[src/rtl/range_session_arbiter.sv]
// Session arbiter for a shared range-finder engine.
// Round-robin grants whole requester sessions (first beat through last beat),
// drives the engine's go/finish/data inputs, and returns the captured range
// tagged with the requester id. Stalled sessions time out and are drained.
module range_session_arbiter #(
  parameter  int WIDTH   = 8,
  parameter  int NREQ    = 4,
  parameter  int TIMEOUT = 16,
  localparam int ID_W    = $clog2(NREQ)
) (
  input  logic                  clock,
  input  logic                  reset,
  input  logic [NREQ-1:0]       req_valid,
  input  logic [NREQ*WIDTH-1:0] req_data,
  input  logic [NREQ-1:0]       req_last,
  output logic [NREQ-1:0]       req_ready,
  output logic                  eng_go,
  output logic                  eng_finish,
  output logic [WIDTH-1:0]      eng_data,
  input  logic [WIDTH-1:0]      eng_range,
  input  logic                  eng_error,
  output logic                  res_valid,
  input  logic                  res_ready,
  output logic [ID_W-1:0]       res_id,
  output logic [WIDTH-1:0]      res_range,
  output logic [1:0]            res_code
);

  // Stall counter only has to reach TIMEOUT-1.
  localparam int CNT_W = (TIMEOUT > 1) ? $clog2(TIMEOUT) : 1;
  localparam logic [CNT_W-1:0] STALL_LAST = CNT_W'(TIMEOUT - 1);

  typedef enum logic [2:0] {
    S_IDLE,
    S_RUN,
    S_CLOSE,
    S_RESULT,
    S_DRAIN
  } state_t;

  state_t            state_q, state_d;
  logic [ID_W-1:0]   rr_ptr_q, rr_ptr_d;
  logic [ID_W-1:0]   gnt_q, gnt_d;
  logic [WIDTH-1:0]  hold_q, hold_d;
  logic [CNT_W-1:0]  stall_q, stall_d;
  logic              err_q, err_d;
  logic              drain_q, drain_d;
  logic              res_valid_q, res_valid_d;
  logic [ID_W-1:0]   res_id_q, res_id_d;
  logic [WIDTH-1:0]  res_range_q, res_range_d;
  logic [1:0]        res_code_q, res_code_d;

  logic              pick_found;
  logic [ID_W-1:0]   pick_id;
  logic [ID_W-1:0]   cand;
  logic [WIDTH-1:0]  pick_data;
  logic              pick_last;
  logic              g_valid;
  logic [WIDTH-1:0]  g_data;
  logic              g_last;
  logic              capture;
  logic              timed_out;

  // (p + k) mod NREQ without requiring NREQ to be a power of two.
  function automatic logic [ID_W-1:0] wrap_add(input logic [ID_W-1:0] p, input int k);
    int s;
    s = int'(p) + k;
    if (s >= NREQ) s = s - NREQ;
    return ID_W'(s);
  endfunction

  // Engine error outranks timeout; both outrank a clean finish.
  function automatic logic [1:0] result_code(input logic err, input logic tmo);
    if (err)      return 2'b10;
    else if (tmo) return 2'b01;
    else          return 2'b00;
  endfunction

  // Round-robin search starting at rr_ptr for the first valid requester.
  always_comb begin
    pick_found = 1'b0;
    pick_id    = '0;
    cand       = '0;
    for (int k = 0; k < NREQ; k++) begin
      cand = wrap_add(rr_ptr_q, k);
      if (!pick_found && req_valid[cand]) begin
        pick_found = 1'b1;
        pick_id    = cand;
      end
    end
  end

  assign pick_data = req_data[pick_id*WIDTH +: WIDTH];
  assign pick_last = req_last[pick_id];
  assign g_valid   = req_valid[gnt_q];
  assign g_data    = req_data[gnt_q*WIDTH +: WIDTH];
  assign g_last    = req_last[gnt_q];

  // Session FSM: next state, engine drive, requester ready and result capture.
  always_comb begin
    state_d     = state_q;
    rr_ptr_d    = rr_ptr_q;
    gnt_d       = gnt_q;
    hold_d      = hold_q;
    stall_d     = stall_q;
    err_d       = err_q;
    drain_d     = drain_q;
    res_valid_d = res_valid_q;
    res_id_d    = res_id_q;
    res_range_d = res_range_q;
    res_code_d  = res_code_q;
    req_ready   = '0;
    eng_go      = 1'b0;
    eng_finish  = 1'b0;
    eng_data    = '0;
    capture     = 1'b0;
    timed_out   = 1'b0;

    case (state_q)
      S_IDLE: begin
        if (pick_found) begin
          req_ready[pick_id] = 1'b1;
          eng_go   = 1'b1;
          eng_data = pick_data;
          gnt_d    = pick_id;
          hold_d   = pick_data;
          stall_d  = '0;
          err_d    = eng_error;
          state_d  = pick_last ? S_CLOSE : S_RUN;
        end
      end

      S_RUN: begin
        err_d = err_q | eng_error;
        if (g_valid) begin
          req_ready[gnt_q] = 1'b1;
          eng_data = g_data;
          hold_d   = g_data;
          stall_d  = '0;
          if (g_last) begin
            eng_finish = 1'b1;
            capture    = 1'b1;
          end
        end else if (stall_q == STALL_LAST) begin
          // Abort: finish on the held sample so min/max stay unchanged.
          eng_finish = 1'b1;
          eng_data   = hold_q;
          capture    = 1'b1;
          timed_out  = 1'b1;
          drain_d    = 1'b1;
        end else begin
          req_ready[gnt_q] = 1'b1;
          eng_data = hold_q;
          stall_d  = stall_q + CNT_W'(1);
        end
      end

      // One-sample session: finish cannot share the go cycle, so repeat the sample.
      S_CLOSE: begin
        err_d      = err_q | eng_error;
        eng_finish = 1'b1;
        eng_data   = hold_q;
        capture    = 1'b1;
      end

      S_RESULT: begin
        if (res_ready) begin
          res_valid_d = 1'b0;
          rr_ptr_d    = wrap_add(gnt_q, 1);
          state_d     = drain_q ? S_DRAIN : S_IDLE;
        end
      end

      // Swallow the rest of a timed-out session without touching the engine.
      S_DRAIN: begin
        req_ready[gnt_q] = 1'b1;
        if (g_valid && g_last) begin
          drain_d = 1'b0;
          state_d = S_IDLE;
        end
      end

      default: state_d = S_IDLE;
    endcase

    if (capture) begin
      res_valid_d = 1'b1;
      res_id_d    = gnt_q;
      res_range_d = eng_range;
      res_code_d  = result_code(err_q | eng_error, timed_out);
      state_d     = S_RESULT;
    end
  end

  // State and result registers; reset abandons any session in flight.
  always_ff @(posedge clock) begin
    if (reset) begin
      state_q     <= S_IDLE;
      rr_ptr_q    <= '0;
      gnt_q       <= '0;
      hold_q      <= '0;
      stall_q     <= '0;
      err_q       <= 1'b0;
      drain_q     <= 1'b0;
      res_valid_q <= 1'b0;
      res_id_q    <= '0;
      res_range_q <= '0;
      res_code_q  <= 2'b00;
    end else begin
      state_q     <= state_d;
      rr_ptr_q    <= rr_ptr_d;
      gnt_q       <= gnt_d;
      hold_q      <= hold_d;
      stall_q     <= stall_d;
      err_q       <= err_d;
      drain_q     <= drain_d;
      res_valid_q <= res_valid_d;
      res_id_q    <= res_id_d;
      res_range_q <= res_range_d;
      res_code_q  <= res_code_d;
    end
  end

  assign res_valid = res_valid_q;
  assign res_id    = res_id_q;
  assign res_range = res_range_q;
  assign res_code  = res_code_q;

endmodule

[config.mk]
export PLATFORM = sky130hd
export DESIGN_NAME = range_session_arbiter
export DESIGN_NICKNAME = d
export VERILOG_FILES = /design/src/rtl/range_session_arbiter.sv
export SDC_FILE = /design/constraint.sdc
export NUM_CORES = 1
export LEC_CHECK = 0
export BUFFER_PORTS_ARGS = -buffer_cell sky130_fd_sc_hd__buf_2
export CELL_PAD_IN_SITES_DETAIL_PLACEMENT = 2
export CELL_PAD_IN_SITES_GLOBAL_PLACEMENT = 2
export CORE_UTILIZATION = 27
export CTS_CLUSTER_SIZE = 24
export DETAILED_ROUTE_END_ITERATION = 10
export MAX_ROUTING_LAYER = met4
export PLACE_DENSITY = 0.81
export SLEW_MARGIN = 20
export SYNTH_ARGS = -nofsm -noshare
export SYNTH_HDL_FRONTEND = slang
export SYNTH_SLANG_ARGS = --single-unit
[constraint.sdc]
create_clock -name clock -period 2.3 [get_ports clock]
set_clock_uncertainty 0.2 [all_clocks]
set_input_delay 0.46 -clock clock [delete_from_list [all_inputs] [get_ports clock]]
set_output_delay 0.46 -clock clock [all_outputs]
set_load 0.05 [all_outputs]
==> results.md <==
- Status: finished, violations left
- Failing checks: negative setup slack
- CTS Buffer Depth: 2
- Mean cell area of the mapped netlist: 9.283 µm²
- Share of the yosys chip area belonging to registers: 0.2820
- Slew Viols, Final: 0
- Synth top area cells: dfxtp_1, mux2i_1, mux4_2, mux2_2, nor2_1
- Count leader, synth: dfxtp_1
- Die Height: 96.55 µm
- Layout net count: 442
- Initial Util: 0.2781
- Buf/Inv on CP: 2
- Fin crit share: 1.259
- P&R area growth vs syn: 69.88%
- H-Tree Depth: 2
- Synth Instances: 260
- Port buffer count: 78
- Die area: 9321 µm²
- Crit path DAT: 2.24 ns
- CP delay by family, top: multiplexers
- Most frequent CP cell: buf_6
- Tmin final: 2.896 ns
- Most crowded layer after global routing: met2
- Final Hold Viols: 0
- Clk root buf: clkbuf_8
- Peak Freq: 345.3 MHz
- #FFs+latches synth: 34
- Cell variety after synth: 48
- Number of global-route vias before repair: 3008
- Total Wirelength: 11500 µm
- Placeable Area: 8678 µm²
- Final Hold Slack: 0.1980 ns
- Hold Crit Class: primary input to register
- Met1 Track Usage GR: 0.2610
- Ys async rst share: 0
- EDFF count, synth: 0
- Rel. slew slack: 0.6315
- Inserted Clock Buffers: 5
- Post-Syn Area: 2414 µm²
- Final HPWL DP: 7358 µm
- Die W: 96.55 µm
- Required @ worst endpoint: 1.64 ns
- Pwr Density: 1334 nW/µm²
- Total GRT Usage: 0.2386
- Initial antenna violation count: 0
- CTS tree: done
- Global-route wire length before repair: 15960 µm
- Later-pin clock latency in the skew report: 0.30 ns
- Met3 Track Usage GR: 0.03443
- CP max-delay cell: mux4_2
- Worst VDD drop: 0.5337 mV
- WL per Instance: 23.27 µm
- Largest net degree at the start of global routing: 28
- Clock Sinks: 34
- # setup viols final: 36
- Routing usage on met2: 0.4460
- Filler cells: 944
- Slew @ Worst Pin: 0.5514 ns
- Pre-antenna DRT Iters: 4
- Clock Pin Slew Worst Setup and Hold Paths: 0.08 ns
- Final Wtd Congestion: 0.8084
- Cts hold-fix bufs: 0
- Via density per instance: 5.480
- Via total after detailed routing: 2707
- Total of max-cap violations: 0
- Synth Flop Type: dfxtp_1
- Synthesis Warnings: 0
- Pre-CTS WS: -0.7284 ns
- Syn Nets: 317
- RSZ-0062 raised after global routing: true
- Critical path's largest stage delay: 0.63 ns
- CP cell instances: mux4_2 > buf_6 > mux2_4 > a22oi_2 > o22ai_4 > buf_6
- 1st-iter DRT viols: 46
- Worst Setup End Kind: output port
- Antenna fix cells: 0
- # IOs: 79
- Pleak: 0.001665 µW
- Startpoint types: register
- Synth top cells by count: dfxtp_1, nor2_1, mux2i_1
- Setup Crit Path Kind: register to output port
- Power Total: 5469 µW
- Crit Path Max Fanout: 5
- Setup WS post-layout: -0.5958 ns
- Top cell type's share of synthesized area: 0.2820
- Congestion Overflow GR: 0
- Layout cells sized above 1: 0.6036
- Post-Route Utilization: 0.4725
- Number of remaining DRC errors: 0
- # rows: 34
- TNS Setup: -10.03 ns
- Routed Antenna Nets: 0
- Post-synth top area cell: dfxtp_1
[layout make-up]
cell class,count,area [µm²],area share
Clock buffer,5,68.82,0.01678
Clock inverter,3,45.04,0.01099
Inverter,9,37.54,0.009155
Multi-Input combinational cell,201,2096,0.5111
Sequential cell,34,685.7,0.1672
Tap cell,108,135.1,0.03296
Timing Repair Buffer,134,1032,0.2518
[through the flow]
| step | area, µm² | cells |
|---|---|---|
| after global placement | 3391 | 472 |
| after global routing | 4100 | 494 |
| final | 4100 | 494 |
| after CTS | 3766 | 486 |
| after detailed placement | 3391 | 472 |
| after floorplan | 2656 | 260 |
[worst min-delay path, delay by kind of cell]
family	cells	cell delay (ns)
buffers and inverters	1	0.07
multiplexers	1	0.06
AND/OR/NAND/NOR	1	0.07
[cell usage in the layout (no fill, tap or decap), types with 9 or more instances in the layout]
cell and count:
buf_2 62, buf_4 38, dfxtp_1 32, mux2i_1 29, nor2_1 28, buf_6 27, mux4_2 10, a22oi_2 9
[flip-flops by register name, summed over array words and instances, names as in the netlist]
| register | cells |
|---|---|
| res_code | 2 |
| stall_q | 4 |
| res_range | 8 |
| gnt_q | 2 |
| rr_ptr_q | 2 |
| state_q | 3 |
| res_id | 2 |
| hold_q | 8 |
| res_valid | 1 |
| err_q | 1 |
| drain_q | 1 |
[power by group]
part	switching, µW	internal [µW]	leakage, µW
Clock	265	323	0.0000504
Combinational	2260	1690	0.00133
Sequential	182	746	0.000280
Total	2710	2760	0.00166
[path summary, 6_finish.rpt]
kind	to	start	slack, ns	cells after the start
worst max-delay path	eng_data[0]	gnt_q[0]$_SDFFE_PP0P_	-0.60	6
worst min-delay path	res_range[3]$_SDFFE_PP0P_	eng_range[3]	0.20	3
worst max register to register	res_id[1]$_SDFFE_PP0P_	gnt_q[0]$_SDFFE_PP0P_	-0.27	8
worst min register to register	res_range[3]$_SDFFE_PP0P_	res_range[3]$_SDFFE_PP0P_	0.30	2
[what timing repair did]
action | CTS | global route
resized for setup | 51 | 63
pin swaps | 11 | 20
hold endpoints to repair | 0 | 0
setup endpoints to repair | 36 | 35
setup buffers | 5 | 8
cloned | 1 | 0
[logic make-up after synthesis]
group                      count (synthesis)  share of synthesized area
adders and majority gates                  5                    0.02592
and+or+nand+nor                           68                     0.1369
AOI/OAI and AO/OA                         76                     0.2302
muxes                                     52                     0.2732
DFF                                       34                     0.2820
buffers and inverters                     25                    0.05184
[per-layer routing]
layer / wire, µm / up-vias
li1: - / 1242
met5: 0 / -
met2: 6129 / 76
met3: 366 / 32
met4: 427 / 0
met1: 4572 / 1357
Note: power is estimated with default switching activity, not from simulation.
